`src/rtl/display_pkg.sv`:
```
// Shared display types, raster geometry and sprite-buffer FSM states.
// Also holds the visible-area clamp helpers used when the
// SPRITE_CLAMP_EN build macro is defined.
package display_pkg;

    typedef logic [10:0] row_t;
    typedef logic [11:0] col_t;

    localparam int H_TOTAL_C       = 2160;
    localparam int V_TOTAL_C       = 1250;
    localparam int H_VISIBLE_C     = 1600;
    localparam int V_VISIBLE_C     = 1200;
    localparam int SPRITE_RADIUS_C = 31;

    typedef enum logic {
        IDLE    = 1'b0,
        PENDING = 1'b1
    } buf_state_t;

    // Pull a row back to the last visible line (unsigned compare).
    function automatic row_t clamp_row(input row_t r);
        return (r > row_t'(V_VISIBLE_C - 1)) ? row_t'(V_VISIBLE_C - 1) : r;
    endfunction

    // Pull a column back to the last visible pixel (unsigned compare).
    function automatic col_t clamp_col(input col_t c);
        return (c > col_t'(H_VISIBLE_C - 1)) ? col_t'(H_VISIBLE_C - 1) : c;
    endfunction

endpackage

```
`src/rtl/raster_counter.sv`:
```
// Raster position counter shared in spirit with VGA_driver: same wrap
// rules and reset alignment. Flags the last pixel of the frame and
// emits a registered pulse while the counter reads (0,0).
module raster_counter
    import display_pkg::*;
#(
    parameter int H_TOTAL = H_TOTAL_C,
    parameter int V_TOTAL = V_TOTAL_C
) (
    input  logic clock_162,
    input  logic rst,
    output logic end_of_frame,
    output logic frame_tick
);

    row_t row;
    col_t col;

    assign end_of_frame = (row == row_t'(V_TOTAL - 1)) && (col == col_t'(H_TOTAL - 1));

    // Column counts every pixel; row advances on column wrap.
    always_ff @(posedge clock_162) begin
        if (rst) begin
            row <= '0;
            col <= '0;
        end else if (col == col_t'(H_TOTAL - 1)) begin
            col <= '0;
            row <= (row == row_t'(V_TOTAL - 1)) ? '0 : row + 1'b1;
        end else begin
            col <= col + 1'b1;
        end
    end

    // The cycle after the last pixel is exactly raster (0,0).
    always_ff @(posedge clock_162) begin
        if (rst) frame_tick <= 1'b0;
        else     frame_tick <= end_of_frame;
    end

endmodule

```
`src/rtl/sprite_position_buffer.sv`:
```
// Double-buffered sprite positions feeding VGA_driver. Updates land in a
// shadow bank; a commit copies shadow to active only on the last pixel of
// a frame, so a displayed frame never mixes old and new positions.
// Build macro SPRITE_CLAMP_EN: clamp updates to the visible area before
// they are stored.
module sprite_position_buffer
    import display_pkg::*;
#(
    parameter int SPRITES   = 4,
    parameter int H_TOTAL   = H_TOTAL_C,
    parameter int V_TOTAL   = V_TOTAL_C,
    parameter int RESET_ROW = 600,
    parameter int RESET_COL = 800,
    localparam int IDX_W    = (SPRITES > 1) ? $clog2(SPRITES) : 1
) (
    input  logic                     clock_162,
    input  logic                     rst,
    input  logic                     upd_valid,
    input  logic [IDX_W-1:0]         upd_index,
    input  logic [10:0]              upd_row,
    input  logic [11:0]              upd_col,
    input  logic                     commit_valid,
    output logic                     upd_ready,
    output logic [SPRITES-1:0][10:0] sprite_row,
    output logic [SPRITES-1:0][11:0] sprite_col,
    output logic                     frame_tick,
    output logic                     swap_done
);

    buf_state_t state;
    logic       end_of_frame;
    logic       idx_ok;
    row_t       wr_row;
    col_t       wr_col;
    row_t       shadow_row [SPRITES];
    col_t       shadow_col [SPRITES];

    raster_counter #(
        .H_TOTAL (H_TOTAL),
        .V_TOTAL (V_TOTAL)
    ) u_raster (
        .clock_162    (clock_162),
        .rst          (rst),
        .end_of_frame (end_of_frame),
        .frame_tick   (frame_tick)
    );

`ifdef SPRITE_CLAMP_EN
    assign wr_row = clamp_row(upd_row);
    assign wr_col = clamp_col(upd_col);
`else
    assign wr_row = upd_row;
    assign wr_col = upd_col;
`endif

    // Out-of-range indices still complete the handshake but write nothing.
    assign idx_ok    = (32'(upd_index) < SPRITES);
    assign upd_ready = (state == IDLE);

    // Shadow bank: written only while idle, so a pending commit is frozen.
    always_ff @(posedge clock_162) begin
        if (rst) begin
            for (int i = 0; i < SPRITES; i++) begin
                shadow_row[i] <= row_t'(RESET_ROW);
                shadow_col[i] <= col_t'(RESET_COL);
            end
        end else if (state == IDLE && upd_valid && idx_ok) begin
            shadow_row[upd_index] <= wr_row;
            shadow_col[upd_index] <= wr_col;
        end
    end

    // Commit FSM and active bank; a commit taken on the last pixel waits a
    // whole frame because the swap only fires from PENDING.
    always_ff @(posedge clock_162) begin
        if (rst) begin
            state     <= IDLE;
            swap_done <= 1'b0;
            for (int i = 0; i < SPRITES; i++) begin
                sprite_row[i] <= row_t'(RESET_ROW);
                sprite_col[i] <= col_t'(RESET_COL);
            end
        end else begin
            swap_done <= 1'b0;
            case (state)
                IDLE: begin
                    if (commit_valid) state <= PENDING;
                end
                PENDING: begin
                    if (end_of_frame) begin
                        for (int i = 0; i < SPRITES; i++) begin
                            sprite_row[i] <= shadow_row[i];
                            sprite_col[i] <= shadow_col[i];
                        end
                        state     <= IDLE;
                        swap_done <= 1'b1;
                    end
                end
                default: state <= IDLE;
            endcase
        end
    end

endmodule
```
`config.mk`:
```
export PLATFORM = sky130hd
export DESIGN_NAME = sprite_position_buffer
export DESIGN_NICKNAME = d
export VERILOG_FILES = /design/src/rtl/display_pkg.sv /design/src/rtl/raster_counter.sv /design/src/rtl/sprite_position_buffer.sv
export SDC_FILE = /design/constraint.sdc
export NUM_CORES = 1
export LEC_CHECK = 0
export CAP_MARGIN = 20
export CORE_AREA = 2 2 105 182
export DETAILED_ROUTE_END_ITERATION = 8
export DIE_AREA = 0 0 107 184
export PLACE_DENSITY_LB_ADDON = 0.05
export SETUP_SLACK_MARGIN = 0.1
export SLEW_MARGIN = 20
export SYNTH_ARGS = -nofsm -noshare
export SYNTH_HDL_FRONTEND = slang
export SYNTH_SLANG_ARGS = --single-unit
```
`constraint.sdc`:
```
create_clock -name clock_162 -period 3.7 [get_ports clock_162]
set_input_delay 0.74 -clock clock_162 [delete_from_list [all_inputs] [get_ports clock_162]]
set_output_delay 0.74 -clock clock_162 [all_outputs]
set_load 0.01 [all_outputs]
```
### Word-level counts from Yosys, hierarchy flattened

Memories as Yosys holds them, arrays and structs flattened. A register that Yosys moved wholly into a read port is not among the register bits.
Cells that the tools add are included.

* flip-flop bits (word level): 26
* memory bits (writable): 92
* input bits: 29
* memories kept: 2

* add/subtract/negate cells: 2
* equality and inequality tests: 2
* mux-type cells: 16
* bitwise operators: 1
* reductions and logical operators: 7

Memories
* shadow_col: words 4, bits a word 12, read ports 4, clocked after memory_dff 4, write ports 4, line sprite_position_buffer.sv:36 `col_t shadow_col [SPRITES];`
* shadow_row: words 4, bits a word 11, read ports 4, clocked after memory_dff 4, write ports 4, line sprite_position_buffer.sv:35 `row_t shadow_row [SPRITES];`

Operator list (number)
* $mux 11: 2
* $add 12x1->12 const B: 1
* $eq 12x12->1 const B: 1
* $mux 12: 1
* $reduce_or 12->1: 1
* $add 11x1->11 const B: 1
* $eq 11x11->1 const B: 1
* $reduce_or 11->1: 1
* $mux 1: 10
* $mux 2: 2
* $reduce_or 2->1: 2
* $logic_and 1x1->1: 2
* $pmux 1 s2: 1
* $reduce_and 2->1: 1
* $not 1->1: 1

### Depth between registers and ports, before layout

* depth in word-level cells: 7
* depth in mapped cells: 9
* gate-level depth less buffers: 6

### By module

From an unflattened synthesis, not the netlist that was laid out.

* cells, all modules: 698
* area, all modules: 8555.7 um^2

Modules (own cells, without submodules)
* sprite_position_buffer: instances 1, cells each 569, area an instance 7394.6 um^2
* raster_counter: instances 1, cells each 129, area an instance 1161.1 um^2

### Least setup slack after synthesis

Ideal clock, no wire load.

* path kind: input -> register
* from: input port rst
* to: memory shadow_col[0][0] (netlist name), enable pin
* library setup time: 0.355 ns
* arrival: 2.488 ns
* slack: 0.857 ns
* cell stages on the path: 5
* cell sequence: clkbuf_1 nor3b_1 nor3b_1 clkbuf_1 or2_2

RTL lines
* start: declaration: line sprite_position_buffer.sv:17 `input logic rst,`
* end: declaration: line sprite_position_buffer.sv:36

### Worst setup path in the final report

* from: register u_raster.col[0]
* to: register u_raster.row[0]

* longest elaborated chain between the ends: 1

RTL lines
* start: declaration: line raster_counter.sv:17 `col_t col;`
* start signal: assignment: line raster_counter.sv:30 `col <= col + 1'b1;`
* $eq 12x12->1: line raster_counter.sv:26 `end else if (col == col_t'(H_TOTAL - 1)) begin`
* end signal: assignment: line raster_counter.sv:28 `row <= (row == row_t'(V_TOTAL - 1)) ? '0 : row + 1'b1;`
* end: declaration: line raster_counter.sv:16 `row_t row;`

Every way passes these cells.
A chain may end at the register's enable or synchronous reset.

==> metrics.csv <==
metric;value;unit
rows;65;
vias;6218;
yosysWarnings;0;
fill_cells;1602;
htree_levels;1;
area_growth;23.73;%
fp.coreArea;0.01814;sq mm
start_util;46.32;%
drt_iter0_markers;353;
antenna_left;0;
hold_buffers;0;
max_stage_delay;810;ps
synth_edf_count;92;
fp.dieW;107;um
cp_slowest_cell;or3_2;
grt_max_degree;73;
syn_avg_cell_area;10.97;sq um
endpoint_kind;register;
p_per_area;439.4;mW/mm^2
grt_pass1_wl;33160;um
period_share;77.26;%
clk_latency;480;ps
clockBufferDepth;3;
hold_violations;0;
synth_cell_types;41;
leakagePower;3.583;nW
diodes;0;
async_reset_ff_share;0;%
place_congestion;0.7991;
irDropWorstVdd;0.3297;mV
fin_setup_tns;0;ps
rsz0062_at_grt;false;
cp_top_family;simple AND/OR/NAND/NOR gates;
drc;0;
layout_common_cells;clkdlybuf4s50_1, dfxtp_1, edfxtp_1, a21oi_1, nor2_1;
crit_buf_inv;1;
wl_per_cell;19.26;um
cts_num_sinks;210;
final-setup-viol-count;0;
crit_required;4100;ps
post_cts_buffers;0;
crit_path_max_fanout;50;
drv_slew;0;
slew_headroom;41.30;%
path_cells;ha_1 -> or4b_4 -> or3_2 -> buf_12 -> or3_1 -> a21oi_1;
max_cap_violations;0;
path_clk_slew;70;ps
grtUsageTotal;21.49;%
hpwl;13510;um
layout_commonest_cell;clkdlybuf4s50_1;
wl;21130;um
synth_nets;798;
ios;124;
antenna_found_initial;0;
finClkSkew;7.506;ps
gr-total-overflow;0;
crit_arrival;3260;ps
syn_area;0.008401;sq mm
root_buffer;clkbuf_16;
netlist_instances;766;
cts_tree;yes;
setup.worst_path.start_class;register;
via_per_inst;5.668;
crit_type;register to register;
seq_area_frac_synth;61.01;%
cts-resized-gates;0;
synth-seq-cells;210;
status;completed;
max_freq;349.8;MHz
worst_slew_pin_slew;879.5;ps
dr.pass1.iters;4;
multi_input_area;0.002997;sq mm
io_buffer_count;123;
grt_pass1_vias;6212;
layout.nets;883;
hold_ws;467.0;ps
dieArea;0.01969;sq mm
hp-class;register to register;
numCtsBuffers;19;
regArea;0.005126;sq mm
drive_gt1_share;7.068;%
die_height;184;um
period_minus_slack;2859;ps
synthFlopType;dfxtp_1;
-- Yosys cell counts, drive strengths merged (3+ instances only) --
| master | n | area (sq um) |
|---|---|---|
| nor2 | 70 | 262.8 |
| or3 | 5 | 31.28 |
| ha | 3 | 37.54 |
| xnor2 | 4 | 35.03 |
| and2 | 65 | 406.6 |
| edfxtp | 92 | 2763 |
| nand3 | 7 | 35.03 |
| o21ai | 4 | 20.02 |
| inv | 4 | 15.01 |
| a311oi | 3 | 26.28 |
| mux2i | 28 | 280.3 |
| clkbuf | 58 | 217.7 |
| nor3 | 5 | 30.03 |
| dfxtp | 118 | 2362 |
| a21oi | 73 | 365.4 |
| buf | 16 | 73.82 |
| nand2 | 9 | 33.78 |
| o31ai | 64 | 480.5 |
| nand2b | 30 | 187.7 |
| and3 | 6 | 37.54 |
| or4 | 3 | 22.52 |
| xor2 | 6 | 52.55 |
| or2 | 3 | 18.77 |
| and4 | 3 | 26.28 |
| nand4 | 69 | 431.7 |
-- registers in the layout, summed over array words and instances (netlist names) --
signal and count:
state 1, swap_done 1, shadow_row 44, u_raster.frame_tick 1, u_raster.row 11, sprite_row 44, shadow_col 48, sprite_col 48
u_raster.col 12
-- metal layers --
| metal | up-vias | GRT usage (%) | wire length, um |
|---|---|---|---|
| met5 | - | 0 | 0 |
| met4 | 0 | 7.325 | 584 |
| met3 | 37 | 2.765 | 973 |
| met2 | 186 | 40.08 | 11440 |
| met1 | 3023 | 24.98 | 8127 |
| li1 | 2972 | - | - |
-- final cells by class --
cell class	count	area share, %
Clock buffer	24	5.044
Inverter	4	0.1445
Tap cell	234	2.817
Timing Repair Buffer	138	13.15
Sequential cell	210	49.32
Multi-Input combinational cell	478	28.83
Clock inverter	9	0.6982
-- cell families after synthesis --
kind of cell	synth area share (%)
fa+ha+maj	0.4469
flops	61.01
xor+xnor	1.043
buf+inv	3.649
compound gates	11.36
mux	3.336
simple gates	19.15
-- through the flow --
stage	util, %	cells	worst slack (ps)	area [sq um]	total power [mW]
floorplan	-	766	857.2	8401	2.629
global placement	54.02	1064	955.0	9797	2.714
detailed placement	54.02	1064	875.5	9797	2.720
CTS	57.31	1097	853.5	10390	4.601
global route	57.31	1097	671.1	10390	4.712
finish	57.31	1097	841.5	10390	4.567
-- tightest hold or removal path: cells and delay by family, from the launching register on --
kind | cells | cell delay [ps]
flip-flops | 1 | 310
AO/OA/AOI/OAI | 2 | 110
-- path summary, 6_finish.rpt --
| path | to | startpoint | cells after the start | slack [ps] |
|---|---|---|---|---|
| worst min register to register | sprite_col[0] | sprite_col[0] | 2 | 470 |
| worst min-delay path | sprite_col[0] | sprite_col[0] | 2 | 470 |
| worst max-delay path | u_raster.row[0] | u_raster.col[0] | 6 | 840 |
| worst max register to register | u_raster.row[0] | u_raster.col[0] | 6 | 840 |
-- power by group --
part,total (mW),internal (mW),switching (mW)
logic,0.185,0.0578,0.127
clock network,1.90,1.07,0.825
registers,2.48,2.47,0.0166
No activity file was read; power rests on OpenSTA's default activity.
